## config.mk

```make
export PLATFORM = sky130hd
export DESIGN_NAME = adder_arbiter
export DESIGN_NICKNAME = d
export VERILOG_FILES = /design/src/rtl/adder_arbiter.sv
export SDC_FILE = /design/constraint.sdc
export NUM_CORES = 1
export LEC_CHECK = 0
export ABC_AREA = 1
export CORE_MARGIN = 5
export CORE_UTILIZATION = 24
export DETAILED_ROUTE_END_ITERATION = 16
export PLACE_DENSITY = 0.53
export SLEW_MARGIN = 5
export SYNTH_ARGS = -nofsm -noshare
export SYNTH_HDL_FRONTEND = slang
export SYNTH_SLANG_ARGS = --single-unit
```

## constraint.sdc

```tcl
create_clock -name clk -period 1.14 [get_ports clk]
set_input_delay 0.114 -clock clk [delete_from_list [all_inputs] [get_ports clk]]
set_output_delay 0.114 -clock clk [all_outputs]
set_load 0.005 [all_outputs]
```

## src/rtl/adder_arbiter.sv

```systemverilog
// adder_arbiter: two-requester valid/ready arbiter sharing one N-bit adder into a single-entry result register.
// Define ADDER_ARBITER_ROUND_ROBIN_EN for round-robin ties; default is fixed priority to requester 0.
module adder_arbiter #(
  parameter int N = 8
) (
  input  logic         clk,
  input  logic         rst,
  input  logic [1:0]   req_valid,
  output logic [1:0]   req_ready,
  input  logic [N-1:0] req0_a,
  input  logic [N-1:0] req0_b,
  input  logic [N-1:0] req1_a,
  input  logic [N-1:0] req1_b,
  output logic         res_valid,
  input  logic         res_ready,
  output logic [N-1:0] res_data,
  output logic         res_carry,
  output logic         res_id
);
  typedef enum logic {EMPTY, FULL} state_t;
  state_t       state_q;
  logic [N-1:0] data_q;
  logic         carry_q, id_q;
  logic         slot_free, win, acc;
  logic [N:0]   sum_d;
`ifdef ADDER_ARBITER_ROUND_ROBIN_EN
  logic ptr_q;
  assign win = &req_valid ? ptr_q : req_valid[1];
`else
  assign win = !req_valid[0];
`endif
  assign slot_free = state_q == EMPTY || res_ready;
  // rst gates the grant so req_ready drops asynchronously with the reset
  assign acc       = slot_free && |req_valid && !rst;
  assign req_ready = acc ? (win ? 2'b10 : 2'b01) : 2'b00;
  assign sum_d     = win ? {1'b0, req1_a} + {1'b0, req1_b} : {1'b0, req0_a} + {1'b0, req0_b};
  always_ff @(posedge clk or posedge rst) begin
    if (rst) begin
      state_q <= EMPTY;
      data_q  <= '0;
      carry_q <= 1'b0;
      id_q    <= 1'b0;
`ifdef ADDER_ARBITER_ROUND_ROBIN_EN
      ptr_q   <= 1'b0;
`endif
    end else if (acc) begin
      state_q <= FULL;
      data_q  <= sum_d[N-1:0];
      carry_q <= sum_d[N];
      id_q    <= win;
`ifdef ADDER_ARBITER_ROUND_ROBIN_EN
      ptr_q   <= ~win;
`endif
    end else if (res_ready) begin
      state_q <= EMPTY;
    end
  end
  assign res_valid = state_q == FULL;
  assign res_data  = data_q;
  assign res_carry = carry_q;
  assign res_id    = id_q;
endmodule

```

### Yosys cells after proc, flatten, opt, wreduce, memory -nomap -nowiden

Index checks and enable logic that the tools add are counted.

| operators by class | value |
|---|---|
| add/subtract/negate cells | 2 |
| mux-type cells | 5 |
| bitwise logic cells | 1 |
| reductions and logical operators | 7 |

Operators with widths:

| cell | number |
|---|---|
| $add 8x8->9 | 2 |
| $mux 9 | 1 |
| $mux 2 | 2 |
| $logic_and 1x1->1 | 2 |
| $logic_not 1->1 | 2 |
| $mux 1 | 2 |
| $reduce_bool 2->1 | 1 |
| $reduce_or 2->1 | 1 |
| $logic_or 1x1->1 | 1 |
| $not 1->1 | 1 |

| word-level totals | value |
|---|---|
| bits in registers | 11 |
| bits of input ports | 37 |

### Depth between registers and ports, before layout

| depth | value |
|---|---|
| word-level depth | 5 |
| mapped depth | 13 |
| depth with buffers taken out | 13 |

### Least setup slack after synthesis

Ideal clock, no wire load.

| timing path | value |
|---|---|
| path kind | input port to flip-flop |
| from | input port req0_a[0] |
| to | register data_q[4] (netlist: res_data[4]) |
| library setup time | 0.065 ns |
| arrival time | 1.278 ns |
| setup slack | -0.203 ns |
| stages on the path | 11 |
| path buffers | 0 |
| cells stage by stage | ha_1 inv_1 fa_1 inv_1 nand2_1 nand2_1 nand2_1 or2_1 nand3_1 nand3_1 nand2_1 |

| on the way | value |
|---|---|
| cells in the longest elaborated chain, start to end | 2 |

RTL lines:

| item | RTL line | source |
|---|---|---|
| start, declared | 10 | `input logic [N-1:0] req0_a,` |
| $add 8x8->9 | 36 | `assign sum_d = win ? {1'b0, req1_a} + {1'b0, req1_b} : {1'b0, req0_a} + {1'b0, req0_b};` |
| $mux 9 | 36 |  |
| end signal, assigned | 48 | `data_q <= sum_d[N-1:0];` |
| end, declared | 22 | `logic [N-1:0] data_q;` |

Every way passes these cells.
A chain may end at the register's enable or synchronous reset.

### Worst setup path after layout

| timing path | value |
|---|---|
| from | register state_q (netlist: res_valid) |
| to | output port req_ready[1] |

| on the way | value |
|---|---|
| cells in the longest elaborated chain, start to end | 5 |

RTL lines:

| item | RTL line | source |
|---|---|---|
| start, declared | 21 | `state_t state_q;` |
| start signal, assigned | 39 | `state_q <= EMPTY;` |
| start signal, assigned | 47 | `state_q <= FULL;` |
| start signal, assigned | 55 | `state_q <= EMPTY;` |
| $not 1->1 | 32 | `assign slot_free = state_q == EMPTY \|\| res_ready;` |
| $logic_or 1x1->1 | 32 |  |
| $logic_and 1x1->1 (2 in series) | 34 | `assign acc = slot_free && \|req_valid && !rst;` |
| $mux 2 | 35 | `assign req_ready = acc ? (win ? 2'b10 : 2'b01) : 2'b00;` |
| end, declared | 9 | `output logic [1:0] req_ready,` |

Every way passes these cells.

==> impl_metrics.tcl <==
set metrics [dict create \
    crit_slowest_cell "dfrtp_1" \
    cts.htree.levels 1 \
    critPathCaptureType "output pin" \
    antenna_cells 0 \
    fin_crit_ps 1210 \
    required_ps 1030 \
    maxCapViolCount 0 \
    grt_pass1_vias 1554 \
    routed_wl_um 3860 \
    drive_gt1_frac 0.473 \
    powerDensity_nw_per_um2 829 \
    fin_crit_sh 1.06 \
    io_pins 50 \
    finalSetupViolCount 4 \
    p_int_mw 1.31 \
    synthCells 197 \
    firstDrtPassIters 4 \
    drtIter0Drc 63 \
    power.switching_uw 709 \
    die_x_um 83.0 \
    fmax_mhz 827 \
    peakVddDrop_mv 0.364 \
    postCtsHoldBufs 0 \
    cts_sinks 11 \
    grt_overflow_total 0 \
    min_path_type "primary input to asynchronous set/reset pin" \
    numCtsBuffers 3 \
    clk_pin_slew_ps 50 \
    violations "setup timing" \
    n_fill_cell 547 \
    combPwrFrac 0.549 \
    slew_headroom 0.808 \
    p_leak_nw 1.20 \
    path_max_fanout 2 \
    drv_slew 0 \
    ys_types 25 \
    critPathTopFamily "flip-flops" \
    yosys_warnings 0 \
    antenna_found_initial 0 \
    wire_per_inst_um 11.1 \
    crit_type "register to output pin" \
    die_h_um 83.0 \
    syn_nets 252 \
    numPortBuffers 49 \
    ctsLongestPathBuffers 2 \
    finalPower_mw 2.01 \
    worst_pin_slew_ps 288 \
    cpPeakStageDelay_ps 380 \
    fin_ws_ps -69.3 \
    rsz0062_at_grt "yes" \
    coreArea_sq_um 5140 \
    hold_viol 0 \
    ant_nets 0 \
    synth_seq_cells 11 \
    startpoint_type "register" \
    clock_skew_ps 5.66 \
    drc 0 \
    seq_power_share 0.257 \
    fin_tns_setup_ps -179 \
    rows 26 \
    clock_power_share 0.194 \
    root_buffer "clkbuf_8" \
    syn_area_per_cell_sq_um 6.50 \
    num_vias 1479 \
    yosysSeqAreaShare 0.215 \
    die_area_sq_um 6890 \
    gp_congestion 0.801 \
    cpMostUsedCell "nand2_4" \
    start_util 0.249 \
    cts_tree "done" \
    clock_latency_ps 240 \
    grt_pass1_wl_um 6600 \
    synth.cell_area_sq_um 1280 \
    nets 333 \
    viasPerCell 4.26 \
    area_growth_pct 89.7 \
    sw_frac_of_total 0.352 \
    cp_num_buf_inv 2 \
    worstPathArrival_ps 1100 \
    path_cells "nand2_2 -> nand2_4 -> nor2_8 -> nand2_4 -> inv_2 -> buf_6" \
    post-dp-hpwl_um 3080 \
    grt_start_max_net_pins 13 \
    grt_usage 0.113 \
    outcome "complete, but fails checks" \
]
==> layout make-up <==
type | instances | area [sq um] | area share
Multi-Input combinational cell | 158 | 1270 | 0.523
Sequential cell | 11 | 275 | 0.113
Timing Repair Buffer | 78 | 644 | 0.265
Clock buffer | 4 | 45.0 | 0.0185
Inverter | 26 | 106 | 0.0438
Tap cell | 70 | 87.6 | 0.0361
==> flip-flops by register name, indices dropped and copies added, names as in the netlist <==
name,flops
res_carry,1
res_data,8
res_id,1
res_valid,1
==> worst register-to-register path, delay by kind of cell (launching register included) <==
family        cells  cell delay [ps]
buf+inv           2              240
flops             1              380
simple gates      5              400
==> power groups by stage <==
stage	Sequential [mW]	Combinational, mW	Clock (mW)
CTS	0.516	1.08	0.404
detailed placement	0.523	0.958	0
finish	0.518	1.11	0.391
global route	0.528	1.24	0.424
floorplan	0.525	0.457	0
global placement	0.526	0.957	0
==> Yosys cell counts <==
cell,number,area share
a21oi_1,6,0.023
and2_4,1,0.0068
buf_4,1,0.0059
buf_6,1,0.0088
clkinv_1,2,0.0059
dfrtp_1,11,0.22
fa_1,2,0.031
ha_1,16,0.16
inv_1,22,0.065
inv_2,2,0.0059
nand2_1,79,0.23
nand2_2,2,0.0098
nand3_1,20,0.078
nand3b_1,5,0.029
nor2_1,12,0.035
nor2_4,1,0.0088
nor2_8,1,0.016
o211ai_1,1,0.0059
o21ai_0,1,0.0039
o21ai_1,2,0.0078
o221ai_1,1,0.0068
o22ai_1,1,0.0049
or2_1,5,0.024
or2_4,1,0.0068
xnor2_1,1,0.0068
==> cell usage in the layout (no fill, tap or decap), drive strengths merged <==
cell / count
nand3b: 5
o21ai: 3
inv: 23
clkinvlp: 1
a21oi: 6
nand2: 81
o221ai: 1
or2: 6
clkinv: 2
clkdlybuf4s50: 2
dlygate4sd2: 18
dfrtp: 11
dlymetal6s2s: 1
clkbuf: 10
xnor2: 1
o22ai: 1
nor2: 14
fa: 2
and2: 1
nand3: 20
clkdlybuf4s15: 9
o211ai: 1
ha: 16
buf: 42
==> kinds of logic after synthesis <==
family                   share of synthesized area
AO/OA/AOI/OAI                               0.0528
flip-flops                                   0.215
buffers and inverters                       0.0909
adder cells (fa/ha/maj)                      0.188
XOR/XNOR                                   0.00684
AND/OR/NAND/NOR                              0.447
==> path summary, 6_finish.rpt <==
check                       startpoint  depth (start not counted)            to  slack, ps
setup / recovery             res_valid                          6  req_ready[1]        -70
hold / removal                     rst                          3   res_data[6]         90
setup reg to reg             res_valid                          7   res_data[4]         50
hold reg to reg            res_data[4]                          2   res_data[4]        470
max in group asynchronous          rst                          3     res_carry        900
min in group clk             req1_a[0]                          4   res_data[0]        190
==> repair_timing <==
action | CTS | global route
pin swaps | 65 | 33
setup endpoints to repair | 24 | 11
cloned | 0 | 0
setup buffers | 8 | 3
endpoints found under the hold margin | 0 | 0
gates resized for setup | 161 | 22
==> metrics by stage <==
| step | hold slack, ps | area (sq um) | utilization | std cells | setup WS (ps) |
|---|---|---|---|---|---|
| detailed placement | 465 | 2050 | 0.398 | 334 | -796 |
| finish | 86.7 | 2430 | 0.472 | 347 | -69.3 |
| global placement | 466 | 2050 | 0.398 | 334 | -785 |
| CTS | 81.9 | 2390 | 0.465 | 345 | -91.5 |
| global route | 98.7 | 2430 | 0.472 | 347 | -120 |
| floorplan | -69.9 | 1340 | - | 197 | -138 |
==> layer usage <==
metal / share of wire / GRT usage
met5: 0 / 0
met4: 0.0080 / 0.0253
met3: 0.043 / 0.0277
met2: 0.48 / 0.200
met1: 0.47 / 0.137
Power figures use the tool's default switching activity.
